==> config.mk <==
export PLATFORM = sky130hd
export DESIGN_NAME = lsu_bus_ctrl_flat
export DESIGN_NICKNAME = d
export VERILOG_FILES = /design/src/rtl/lsu_bus_ctrl_pkg.sv /design/src/rtl/lsu_bus_ctrl_if.sv /design/src/rtl/lsu_bus_ctrl_load_extend.sv /design/src/rtl/lsu_bus_ctrl.sv /design/src/flat_wrapper.sv
export SDC_FILE = /design/constraint.sdc
export NUM_CORES = 1
export LEC_CHECK = 0
export ABC_AREA = 1
export BUFFER_PORTS_ARGS = -buffer_cell sky130_fd_sc_hd__buf_2
export CAP_MARGIN = 10
export CORE_MARGIN = 4
export CORE_UTILIZATION = 26
export DETAILED_ROUTE_END_ITERATION = 10
export PLACE_DENSITY = 0.54
export REMOVE_ABC_BUFFERS = 1
export SLEW_MARGIN = 10
export SYNTH_ARGS = -nofsm -noshare
export SYNTH_HDL_FRONTEND = slang
export SYNTH_SLANG_ARGS = --single-unit
==> constraint.sdc <==
create_clock -name clk -period 6.1 [get_ports clk]
set_input_delay 1.22 -clock clk [delete_from_list [all_inputs] [get_ports clk]]
set_output_delay 1.22 -clock clk [all_outputs]
set_load 0.01 [all_outputs]
==> src/rtl/lsu_bus_ctrl_pkg.sv <==
// Shared load/store definitions: access-size encodings, sequencer states and lane helpers.
package mem_pkg;

   typedef enum logic [2:0] {
      SZ_B  = 3'b000,
      SZ_H  = 3'b001,
      SZ_W  = 3'b010,
      SZ_BU = 3'b100,
      SZ_HU = 3'b101
   } size_t;

   typedef enum logic [1:0] {
      ST_IDLE,
      ST_FIRST,
      ST_SECOND,
      ST_DONE
   } lsu_state_t;

   // Reserved sizeSrc codes fall back to a signed byte access.
   function automatic size_t size_norm(input logic [2:0] raw);
      case (raw)
         3'b001:  return SZ_H;
         3'b010:  return SZ_W;
         3'b100:  return SZ_BU;
         3'b101:  return SZ_HU;
         default: return SZ_B;
      endcase
   endfunction

   function automatic logic [3:0] size_mask(input size_t sz);
      case (sz)
         SZ_H, SZ_HU: return 4'b0011;
         SZ_W:        return 4'b1111;
         default:     return 4'b0001;
      endcase
   endfunction

   function automatic logic crosses(input size_t sz, input logic [1:0] off);
      case (sz)
         SZ_H, SZ_HU: return off == 2'd3;
         SZ_W:        return off != 2'd0;
         default:     return 1'b0;
      endcase
   endfunction

endpackage

==> src/rtl/lsu_bus_ctrl_if.sv <==
// Word-wide data-memory bus with req/ack handshake and variable latency.
interface lsu_bus_ctrl_if #(
   parameter int unsigned ADDR_WIDTH = 32
);
   logic                  bus_req_o;
   logic                  bus_we_o;
   logic [ADDR_WIDTH-1:0] bus_addr_o;
   logic [3:0]            bus_wstrb_o;
   logic [31:0]           bus_wdata_o;
   logic                  bus_ack_i;
   logic [31:0]           bus_rdata_i;

   modport master (
      output bus_req_o, bus_we_o, bus_addr_o, bus_wstrb_o, bus_wdata_o,
      input  bus_ack_i, bus_rdata_i
   );

   modport slave (
      input  bus_req_o, bus_we_o, bus_addr_o, bus_wstrb_o, bus_wdata_o,
      output bus_ack_i, bus_rdata_i
   );
endinterface

==> src/rtl/lsu_bus_ctrl_load_extend.sv <==
// Load-data assembly: lane-align the (possibly split) read and sign/zero-extend it.
module load_extend
   import mem_pkg::*;
(
   input  logic [31:0] word0_i,
   input  logic [23:0] word1_i,
   input  logic [1:0]  off_i,
   input  size_t       size_i,
   output logic [31:0] data_o
);

   logic [31:0] raw;

   // Only the low three bytes of the second word can ever land in the result.
   always_comb begin
      case (off_i)
         2'd1:    raw = {word1_i[7:0],  word0_i[31:8]};
         2'd2:    raw = {word1_i[15:0], word0_i[31:16]};
         2'd3:    raw = {word1_i[23:0], word0_i[31:24]};
         default: raw = word0_i;
      endcase
   end

   always_comb begin
      case (size_i)
         SZ_W:    data_o = raw;
         SZ_H:    data_o = {{16{raw[15]}}, raw[15:0]};
         SZ_HU:   data_o = {16'h0000, raw[15:0]};
         SZ_BU:   data_o = {24'h000000, raw[7:0]};
         default: data_o = {{24{raw[7]}}, raw[7:0]};
      endcase
   end

endmodule

==> src/rtl/lsu_bus_ctrl.sv <==
// Load/store bus sequencer: lane strobes, split crossing accesses, load extension,
// pipeline stall and per-transaction timeout.
module lsu_bus_ctrl
   import mem_pkg::*;
#(
   parameter int unsigned ADDR_WIDTH = 32,
   parameter int unsigned TIMEOUT    = 16
) (
   input  logic                  clk,
   input  logic                  rst,
   input  logic                  memRead_i,
   input  logic                  memWrite_i,
   input  logic [2:0]            sizeSrc_i,
   input  logic [ADDR_WIDTH-1:0] addr_i,
   input  logic [31:0]           wdata_i,
   output logic                  stall_o,
   output logic                  done_o,
   output logic [31:0]           rdata_o,
   output logic                  err_o,
   lsu_bus_ctrl_if.master        bus
);

   localparam int unsigned      CNT_W    = (TIMEOUT > 1) ? $clog2(TIMEOUT) : 1;
   localparam logic [CNT_W-1:0] TMO_LAST = CNT_W'(TIMEOUT - 1);

   lsu_state_t            state_q, state_d;
   size_t                 size_q, size_d;
   logic [1:0]            off_q, off_d;
   logic                  cross_q, cross_d;
   logic                  we_q, we_d;
   logic                  req_q, req_d;
   logic [ADDR_WIDTH-1:0] addr_q, addr_d;
   logic [3:0]            strb_q, strb_d;
   logic [3:0]            strb_hi_q, strb_hi_d;
   logic [31:0]           wdata_q, wdata_d;
   logic [31:0]           wdata_hi_q, wdata_hi_d;
   logic [31:0]           rdata0_q, rdata0_d;
   logic [CNT_W-1:0]      cnt_q, cnt_d;
   logic                  done_q, done_d;
   logic                  err_q, err_d;
   logic [31:0]           rdata_q, rdata_d;

   size_t       sz_in;
   logic [7:0]  lane_in;
   logic [63:0] wsh_in;
   logic [31:0] ld_w0;
   logic [31:0] ld_data;
   logic        fin, fin_err;

   // Both halves of a split access are shifted at accept; the upper half feeds SECOND.
   assign sz_in   = size_norm(sizeSrc_i);
   assign lane_in = {4'b0000, size_mask(sz_in)} << addr_i[1:0];
   assign wsh_in  = {32'h0, wdata_i} << {addr_i[1:0], 3'b000};

   // The final word is assembled straight off the bus in its ack cycle.
   assign ld_w0 = (state_q == ST_FIRST) ? bus.bus_rdata_i : rdata0_q;

   load_extend u_load_extend (
      .word0_i (ld_w0),
      .word1_i (bus.bus_rdata_i[23:0]),
      .off_i   (off_q),
      .size_i  (size_q),
      .data_o  (ld_data)
   );

   always_comb begin
      state_d    = state_q;
      size_d     = size_q;
      off_d      = off_q;
      cross_d    = cross_q;
      we_d       = we_q;
      req_d      = req_q;
      addr_d     = addr_q;
      strb_d     = strb_q;
      strb_hi_d  = strb_hi_q;
      wdata_d    = wdata_q;
      wdata_hi_d = wdata_hi_q;
      rdata0_d   = rdata0_q;
      cnt_d      = cnt_q;
      done_d     = 1'b0;
      err_d      = 1'b0;
      rdata_d    = '0;
      fin        = 1'b0;
      fin_err    = 1'b0;

      case (state_q)
         ST_IDLE: begin
            if (memRead_i || memWrite_i) begin
               state_d    = ST_FIRST;
               size_d     = sz_in;
               off_d      = addr_i[1:0];
               cross_d    = crosses(sz_in, addr_i[1:0]);
               we_d       = memWrite_i;
               req_d      = 1'b1;
               addr_d     = {addr_i[ADDR_WIDTH-1:2], 2'b00};
               strb_d     = memWrite_i ? lane_in[3:0] : 4'b1111;
               strb_hi_d  = memWrite_i ? lane_in[7:4] : 4'b1111;
               wdata_d    = memWrite_i ? wsh_in[31:0] : '0;
               wdata_hi_d = memWrite_i ? wsh_in[63:32] : '0;
               cnt_d      = '0;
            end
         end
         ST_FIRST, ST_SECOND: begin
            if (bus.bus_ack_i) begin
               if (state_q == ST_FIRST) begin
                  rdata0_d = bus.bus_rdata_i;
               end
               if (state_q == ST_FIRST && cross_q) begin
                  state_d = ST_SECOND;
                  addr_d  = addr_q + ADDR_WIDTH'(4);
                  strb_d  = strb_hi_q;
                  wdata_d = wdata_hi_q;
                  cnt_d   = '0;
               end else begin
                  fin = 1'b1;
               end
            end else begin
               cnt_d = cnt_q + CNT_W'(1);
               if (TIMEOUT != 0 && cnt_q == TMO_LAST) begin
                  fin     = 1'b1;
                  fin_err = 1'b1;
               end
            end
         end
         default: state_d = ST_IDLE;
      endcase

      if (fin) begin
         state_d = ST_DONE;
         req_d   = 1'b0;
         we_d    = 1'b0;
         addr_d  = '0;
         strb_d  = '0;
         wdata_d = '0;
         done_d  = 1'b1;
         err_d   = fin_err;
         rdata_d = (!we_q && !fin_err) ? ld_data : '0;
      end
   end

   always_ff @(posedge clk or posedge rst) begin
      if (rst) begin
         state_q    <= ST_IDLE;
         size_q     <= SZ_B;
         off_q      <= '0;
         cross_q    <= 1'b0;
         we_q       <= 1'b0;
         req_q      <= 1'b0;
         addr_q     <= '0;
         strb_q     <= '0;
         strb_hi_q  <= '0;
         wdata_q    <= '0;
         wdata_hi_q <= '0;
         rdata0_q   <= '0;
         cnt_q      <= '0;
         done_q     <= 1'b0;
         err_q      <= 1'b0;
         rdata_q    <= '0;
      end else begin
         state_q    <= state_d;
         size_q     <= size_d;
         off_q      <= off_d;
         cross_q    <= cross_d;
         we_q       <= we_d;
         req_q      <= req_d;
         addr_q     <= addr_d;
         strb_q     <= strb_d;
         strb_hi_q  <= strb_hi_d;
         wdata_q    <= wdata_d;
         wdata_hi_q <= wdata_hi_d;
         rdata0_q   <= rdata0_d;
         cnt_q      <= cnt_d;
         done_q     <= done_d;
         err_q      <= err_d;
         rdata_q    <= rdata_d;
      end
   end

   assign stall_o = (state_q == ST_IDLE && (memRead_i || memWrite_i)) ||
                    state_q == ST_FIRST || state_q == ST_SECOND;
   assign done_o  = done_q;
   assign err_o   = err_q;
   assign rdata_o = rdata_q;

   assign bus.bus_req_o   = req_q;
   assign bus.bus_we_o    = we_q;
   assign bus.bus_addr_o  = addr_q;
   assign bus.bus_wstrb_o = strb_q;
   assign bus.bus_wdata_o = wdata_q;

endmodule

==> src/flat_wrapper.sv <==
// flat-port wrapper written by rule: the top's interface ports become plain ports
module lsu_bus_ctrl_flat import mem_pkg::*;
#(
   parameter int unsigned ADDR_WIDTH = 32,
   parameter int unsigned TIMEOUT    = 16
)
  (clk, rst, memRead_i, memWrite_i, sizeSrc_i, addr_i, wdata_i, stall_o, done_o, rdata_o, err_o, bus_bus_req_o, bus_bus_we_o, bus_bus_addr_o, bus_bus_wstrb_o, bus_bus_wdata_o, bus_bus_ack_i, bus_bus_rdata_i);
  lsu_bus_ctrl_if #(.ADDR_WIDTH(ADDR_WIDTH)) bus_i ();
  input  logic clk;
  input  logic rst;
  input  logic memRead_i;
  input  logic memWrite_i;
  input  logic [2:0] sizeSrc_i;
  input  logic [ADDR_WIDTH-1:0] addr_i;
  input  logic [31:0] wdata_i;
  output logic stall_o;
  output logic done_o;
  output logic [31:0] rdata_o;
  output logic err_o;
  output wire logic [$bits(bus_i.bus_req_o)-1:0] bus_bus_req_o;
  output wire logic [$bits(bus_i.bus_we_o)-1:0] bus_bus_we_o;
  output wire logic [$bits(bus_i.bus_addr_o)-1:0] bus_bus_addr_o;
  output wire logic [$bits(bus_i.bus_wstrb_o)-1:0] bus_bus_wstrb_o;
  output wire logic [$bits(bus_i.bus_wdata_o)-1:0] bus_bus_wdata_o;
  input wire logic [$bits(bus_i.bus_ack_i)-1:0] bus_bus_ack_i;
  input wire logic [$bits(bus_i.bus_rdata_i)-1:0] bus_bus_rdata_i;
  assign bus_bus_req_o = bus_i.bus_req_o;
  assign bus_bus_we_o = bus_i.bus_we_o;
  assign bus_bus_addr_o = bus_i.bus_addr_o;
  assign bus_bus_wstrb_o = bus_i.bus_wstrb_o;
  assign bus_bus_wdata_o = bus_i.bus_wdata_o;
  assign bus_i.bus_ack_i = bus_bus_ack_i;
  assign bus_i.bus_rdata_i = bus_bus_rdata_i;
  lsu_bus_ctrl #(.ADDR_WIDTH(ADDR_WIDTH), .TIMEOUT(TIMEOUT)) u_core (.clk(clk), .rst(rst), .memRead_i(memRead_i), .memWrite_i(memWrite_i), .sizeSrc_i(sizeSrc_i), .addr_i(addr_i), .wdata_i(wdata_i), .stall_o(stall_o), .done_o(done_o), .rdata_o(rdata_o), .err_o(err_o), .bus(bus_i));
endmodule
Word-level counts from Yosys, hierarchy flattened
Cells that the tools add are included.
W data, S select, Z words.
- shift-type cells: 2
- reduce and logical (&&, ||, !) cells: 22
- muxes and demuxes: 50
- equal/unequal tests: 23
- add/sub/neg operators: 2
- operator list (cell ; count):
    $mux W32 ; 13
    $pmux W32 S2 ; 2
    $pmux W32 S4 ; 1
    $pmux W32 S3 ; 1
    $shl A32 B5 Y64 ; 1
    $mux W4 ; 9
    $add A32 B3 Y32 const B ; 1
    $pmux W4 S2 ; 3
    $eq A3 B3 Y1 const B ; 5
    $mux W1 ; 14
    $pmux W3 S4 ; 1
    $eq A3 B1 Y1 const B ; 3
    $eq A3 B2 Y1 const B ; 3
    $eq A2 B2 Y1 const B ; 4
    $mux W2 ; 4
    $reduce_bool A2 Y1 ; 4
    $shl A4 B2 Y8 ; 1
    $ne A3 B1 Y1 const B ; 2
    $ne A3 B2 Y1 const B ; 2
    $reduce_and A2 Y1 ; 3
    $reduce_and A3 Y1 ; 2
    $add A4 B1 Y4 const B ; 1
    $eq A2 B1 Y1 const B ; 2
    $eq A4 B4 Y1 const B ; 1
    other kinds (10) ; 16
- flip-flop bits (word level): 184

Longest topological paths before layout
- depth in word-level cells: 10
- mapped depth: 13

Hierarchy
Synthesis repeated with hierarchy kept, for this count alone.
- cells, all modules: 1458
- area, all modules: 10381.2 um^2
- by module, submodules not included (module ; instances ; area an instance (um^2) ; cells each):
    lsu_bus_ctrl ; 1 ; 9012.4 ; 1196
    load_extend ; 1 ; 1368.8 ; 262

Worst setup path before layout
No wires, ideal clock.
- path kind: in2out
- from: input port memWrite_i
- to: output port stall_o
- arrival: 1919 ps
- path slack: 2961 ps
- stages on the path: 5
- buffers on the path: 1
- cells stage by stage: nor2_1 > inv_1 > nand2_1 > clkbuf_1 > nand2_1
- longest elaborated chain between the ends: 4
- RTL lines (what ; RTL line ; source):
    start: declaration ; flat_wrapper.sv:12 ; input logic memWrite_i;
    $logic_or A1 B1 Y1 ; lsu_bus_ctrl.sv:179 ; assign stall_o = (state_q == ST_IDLE && (memRead_i || memWrite_i)) ||
    $logic_and A1 B1 Y1 ; lsu_bus_ctrl.sv:179 ;
    $logic_or A1 B1 Y1 ; lsu_bus_ctrl.sv:179 ;
    $logic_or A1 B1 Y1 ; lsu_bus_ctrl.sv:180 ; state_q == ST_FIRST || state_q == ST_SECOND;
    end: declaration ; flat_wrapper.sv:16 ; output logic stall_o;
Every way passes these cells.

Worst setup path after layout
- from: register u_core.state_q[1]
- to: register u_core.addr_q[10], in the netlist u_core.bus.bus_addr_o[10]
- longest elaborated chain between the ends: 7
- elaborated cells on any way between the ends: 15
- classes of those cells: 5 x eq/ne; 5 x mux; 5 x reduce/logical
- RTL lines (what ; RTL line ; source):
    start: declaration ; lsu_bus_ctrl.sv:26 ; lsu_state_t state_q, state_d;
    start signal: assignment ; lsu_bus_ctrl.sv:160 ; state_q <= state_d;
    $eq A2 B1 Y1 ; lsu_bus_ctrl.sv:86, lsu_bus_ctrl.sv:108 ;
    $logic_and A1 B1 Y1 ; lsu_bus_ctrl.sv:108 ; if (state_q == ST_FIRST && cross_q) begin
    $mux W1 ; lsu_bus_ctrl.sv:108 ;
    $mux W1 ; lsu_bus_ctrl.sv:104 ; if (bus.bus_ack_i) begin
    $mux W1 ; lsu_bus_ctrl.sv:86 ; case (state_q)
    $ne A3 B1 Y1 (no source line) (tied with other cells) ; - ;
    $reduce_and A4 Y1 (no source line) ; - ;
    end signal: assignment ; lsu_bus_ctrl.sv:166 ; addr_q <= addr_d;
    end: declaration ; lsu_bus_ctrl.sv:32 ; logic [ADDR_WIDTH-1:0] addr_q, addr_d;
Parallel ways exist; a longest one is shown, timed or not.
A chain may end at the register's enable or synchronous reset.

==> qor.csv <==
stage,metric,value,unit
sta,finalCritPeriodShare,55.8,%
route,vias,10200,
synthesis,yosys-top-cells-area,"dfrtp_1, nand2_1, o21ai_0, nand3_1, inv_1",
synthesis,synth.distinct_cells,43,
global_route,grt_pass1_vias,9769,
layout,syn_to_final_growth,18.8,%
placed_design,io_buffers,206,
layout,nNetsFinal,1722,
floorplanning,die_area,42400,sq um
synthesis,synth_top_area_share,42.7,%
critical_path,critPathSlowestCell,nand4_1,
power_and_ir_drop,total_power,0.00633,W
floorplanning,start_util,26.3,%
hold_path,hold_class,reg -> reg,
power_and_ir_drop,ir_worst_vdd,502,uV
synthesis,async_flop_share,100,%
route,vias_per_cell,4.75,
clocking,htreeDepth,4,
global_route,grt_util_all_layers,16.2,%
clocking,cts_inserted_buffers,17,
floorplanning,fp.dieW,206,um
floorplanning,pin_count,209,
clocking,cts.path.max_buffers,2,
route,postRouteAntennaNets,0,
global_route,grt_max_degree,73,
floorplanning,core,38700,sq um
synthesis,yosys_warnings,0,
synthesis,synth_enable_flop_cells,0,
critical_path,cp.required,6.47,ns
sta,hold_violations,0,
sta,fmax,294,MHz
critical_path,crit_family,buffers and inverters,
synthesis,synth_ff_type,dfrtp_1,
critical_path,start_kind,flip-flop,
placed_design,pre_cts_ws,2.42,ns
sta,fin_skew,0.0135,ns
route,firstDrtPassIters,5,
synthesis,synthesis.area,10200,sq um
placed_design,gp_routability_congestion,0.842,
power_and_ir_drop,p_leak,6.06,nW
critical_path,worstSetupPathType,reg -> reg,
critical_path,cp_max_fo,67,
clocking,cts.sinks,174,
placed_design,hpwl,23.9,mm
clocking,clk_latency,0.46,ns
hold_path,whs_path_depth,2,
sta,layout_setup_ws,2.69,ns
sta,slew_viol_final,0,
layout,drive_gt1_share,17.4,%
global_route,grt_overflow,0,
clocking,postCtsSetupRepairBufs,0,
layout,fin_area,12100,sq um
route,wire_per_inst,16.2,um
critical_path,critical_path.startpoint,u_core.state_q[1]$_DFFE_PP0P_,
global_route,grt_pass1_wl,54.8,mm
layout,layout.cells.non_filler,2145,
clocking,cts_resized,0,
synthesis,ys_ff_latch,174,
sta,finalSetupViolCount,0,
sta,finalSetupTns,0,ns
synthesis,syn-mean-instance-area,7.01,sq um
global_route,antenna_found_initial,2,
clocking,cts_hold_buf,0,
clocking,ctsRootBufferMaster,clkbuf_16,
sta,max-slew-margin-rel,23.9,%
hold_path,worstHoldStart,u_core.bus.bus_wdata_o[10]$_DFFE_PP0P_,
clocking,cts_tree,done,
sta,rsz0062_at_grt,false,
placed_design,place_area,11500,sq um
synthesis,synth_top_cell_by_area,dfrtp_1,
critical_path,max_stage_delay,0.76,ns
route,wl,34.7,mm
outcome,status,completed,
sta,finalCriticalPeriod,3.41,ns
clocking,path_clk_slew,0.08,ns
route,drc,0,
placed_design,dp.cells,2110,
flow_run,cap_violations,0,
critical_path,worst-path-buf-inv,4,
critical_path,end_kind,flip-flop,
floorplanning,die_h,206,um
floorplanning,rows,72,
sta,worst_pin_slew,1.14,ns
critical_path,arrival,3.77,ns
critical_path,rr_worst_depth,10,
critical_path,cp.depth,10,
power_and_ir_drop,p_per_area,522,nW/um^2
synthesis,synthesis.instances,1455,
synthesis,yosysSeqAreaShare,42.7,%
critical_path,rr_startpoint,u_core.state_q[1]$_DFFE_PP0P_,
critical_path,path_cells,inv_1 -> ha_2 -> buf_4 -> nand3_1 -> nand3_2 -> nand4_1 -> buf_4 -> inv_2 -> nand2_1 -> o21ai_0,
route,drt_iter0_drc,594,
critical_path,cp_common_cell,buf_4,
## cell families (layout without fill, tap and decap cells)
kind of cell,Yosys count,count (layout),synth area share [%]
simple gates,784,784,31.1
compound gates,275,275,15.8
buf+inv,210,379,9.12
flops,174,174,42.7
fa+ha+maj,6,6,0.736
xor+xnor,4,4,0.344
other cells,1,4,0.0368
mux,1,1,0.0982
## flip-flops by register name (all words and copies together), names as in the netlist
signal	count
u_core.bus.bus_we_o	1
u_core.cnt_q	4
u_core.state_q	2
u_core.err_o	1
u_core.size_q	3
u_core.rdata0_q	32
u_core.rdata_o	32
u_core.off_q	2
u_core.done_o	1
u_core.bus.bus_wstrb_o	4
u_core.bus.bus_addr_o	30
u_core.cross_q	1
u_core.bus.bus_wdata_o	32
u_core.bus.bus_req_o	1
u_core.strb_hi_q	4
u_core.wdata_hi_q	24
## metrics by stage
stage	hold slack, ns	util, %
2_1_floorplan	0.453	-
3_3_place_gp	0.469	29.8
3_5_place_dp	0.469	29.8
4_1_cts	0.487	31.2
5_1_grt	0.497	31.3
6_report	0.480	31.3
## synthesized netlist by cell type (all sizes together) (11+ instances only)
cell type  number
nand2         533
o21ai         175
dfrtp         174
inv           125
nor2          118
nand3         111
buf            50
a21oi          32
clkbuf         31
a32o           16
a22oi          15
o211ai         13
or2            11
## worst min-delay path, cell delays in order, from the launching register on
cell and delay, ns:
dfrtp_1 0.34, nand2_1 0.05, o21ai_0 0.06
## cells in the final DEF (no fill, tap or decap), types with 5 or more instances in the layout
cell	Yosys	routed
nor2_1	114	113
dfrtp_1	174	174
o21ai_2	10	10
buf_4	6	11
a22oi_1	15	15
or2_0	7	7
a21oi_1	31	31
a32o_1	16	16
o31ai_1	8	8
a31oi_1	8	8
nand4_1	7	7
o211ai_1	13	13
buf_2	28	206
o21ai_1	25	25
nand3_1	109	109
inv_1	120	119
inv_8	0	6
inv_2	5	5
o21ai_0	140	140
clkbuf_16	0	17
nand2_1	531	530
## final cells by class
cell class,instances,area [sq um]
fillers,4319,26600
multi-input cells,1072,4930
flip-flops and latches,174,4350
repair buffers,218,1130
well taps,518,648
inverters,129,492
clock buffers,19,443
clock inverters,13,121
diodes,2,5.00
## path summary, 6_finish.rpt
| check | to | slack [ns] |
|---|---|---|
| worst max-delay path | u_core.bus.bus_addr_o[10]$_DFFE_PP0P_ | 2.69 |
| worst min-delay path | u_core.bus.bus_wdata_o[10]$_DFFE_PP0P_ | 0.48 |
| worst max register to register | u_core.bus.bus_addr_o[10]$_DFFE_PP0P_ | 2.69 |
| worst min register to register | u_core.bus.bus_wdata_o[10]$_DFFE_PP0P_ | 0.48 |
| max in group asynchronous | u_core.rdata0_q[22]$_DFFE_PP0P_ | 4.04 |
| min in group asynchronous | u_core.rdata_o[15]$_DFF_PP0_ | 0.84 |
## power breakdown
part	internal [W]	total (W)	switching, W
Combinational	0.00102	0.00333	0.00231
Sequential	0.00159	0.00190	0.000316
Clock	0.000551	0.00109	0.000543
Total	0.00315	0.00633	0.00317
## per-layer routing
metal	GRT usage (%)	part of all wire, %	vias up	wire, um
met1	22.6	46	4854	16000
met5	0	0	-	0
met3	3.22	5.2	37	1800
met2	25.6	47	295	16300
li1	-	-	5012	-
met4	4.54	1.6	0	567
Power figures use the tool's default switching activity.
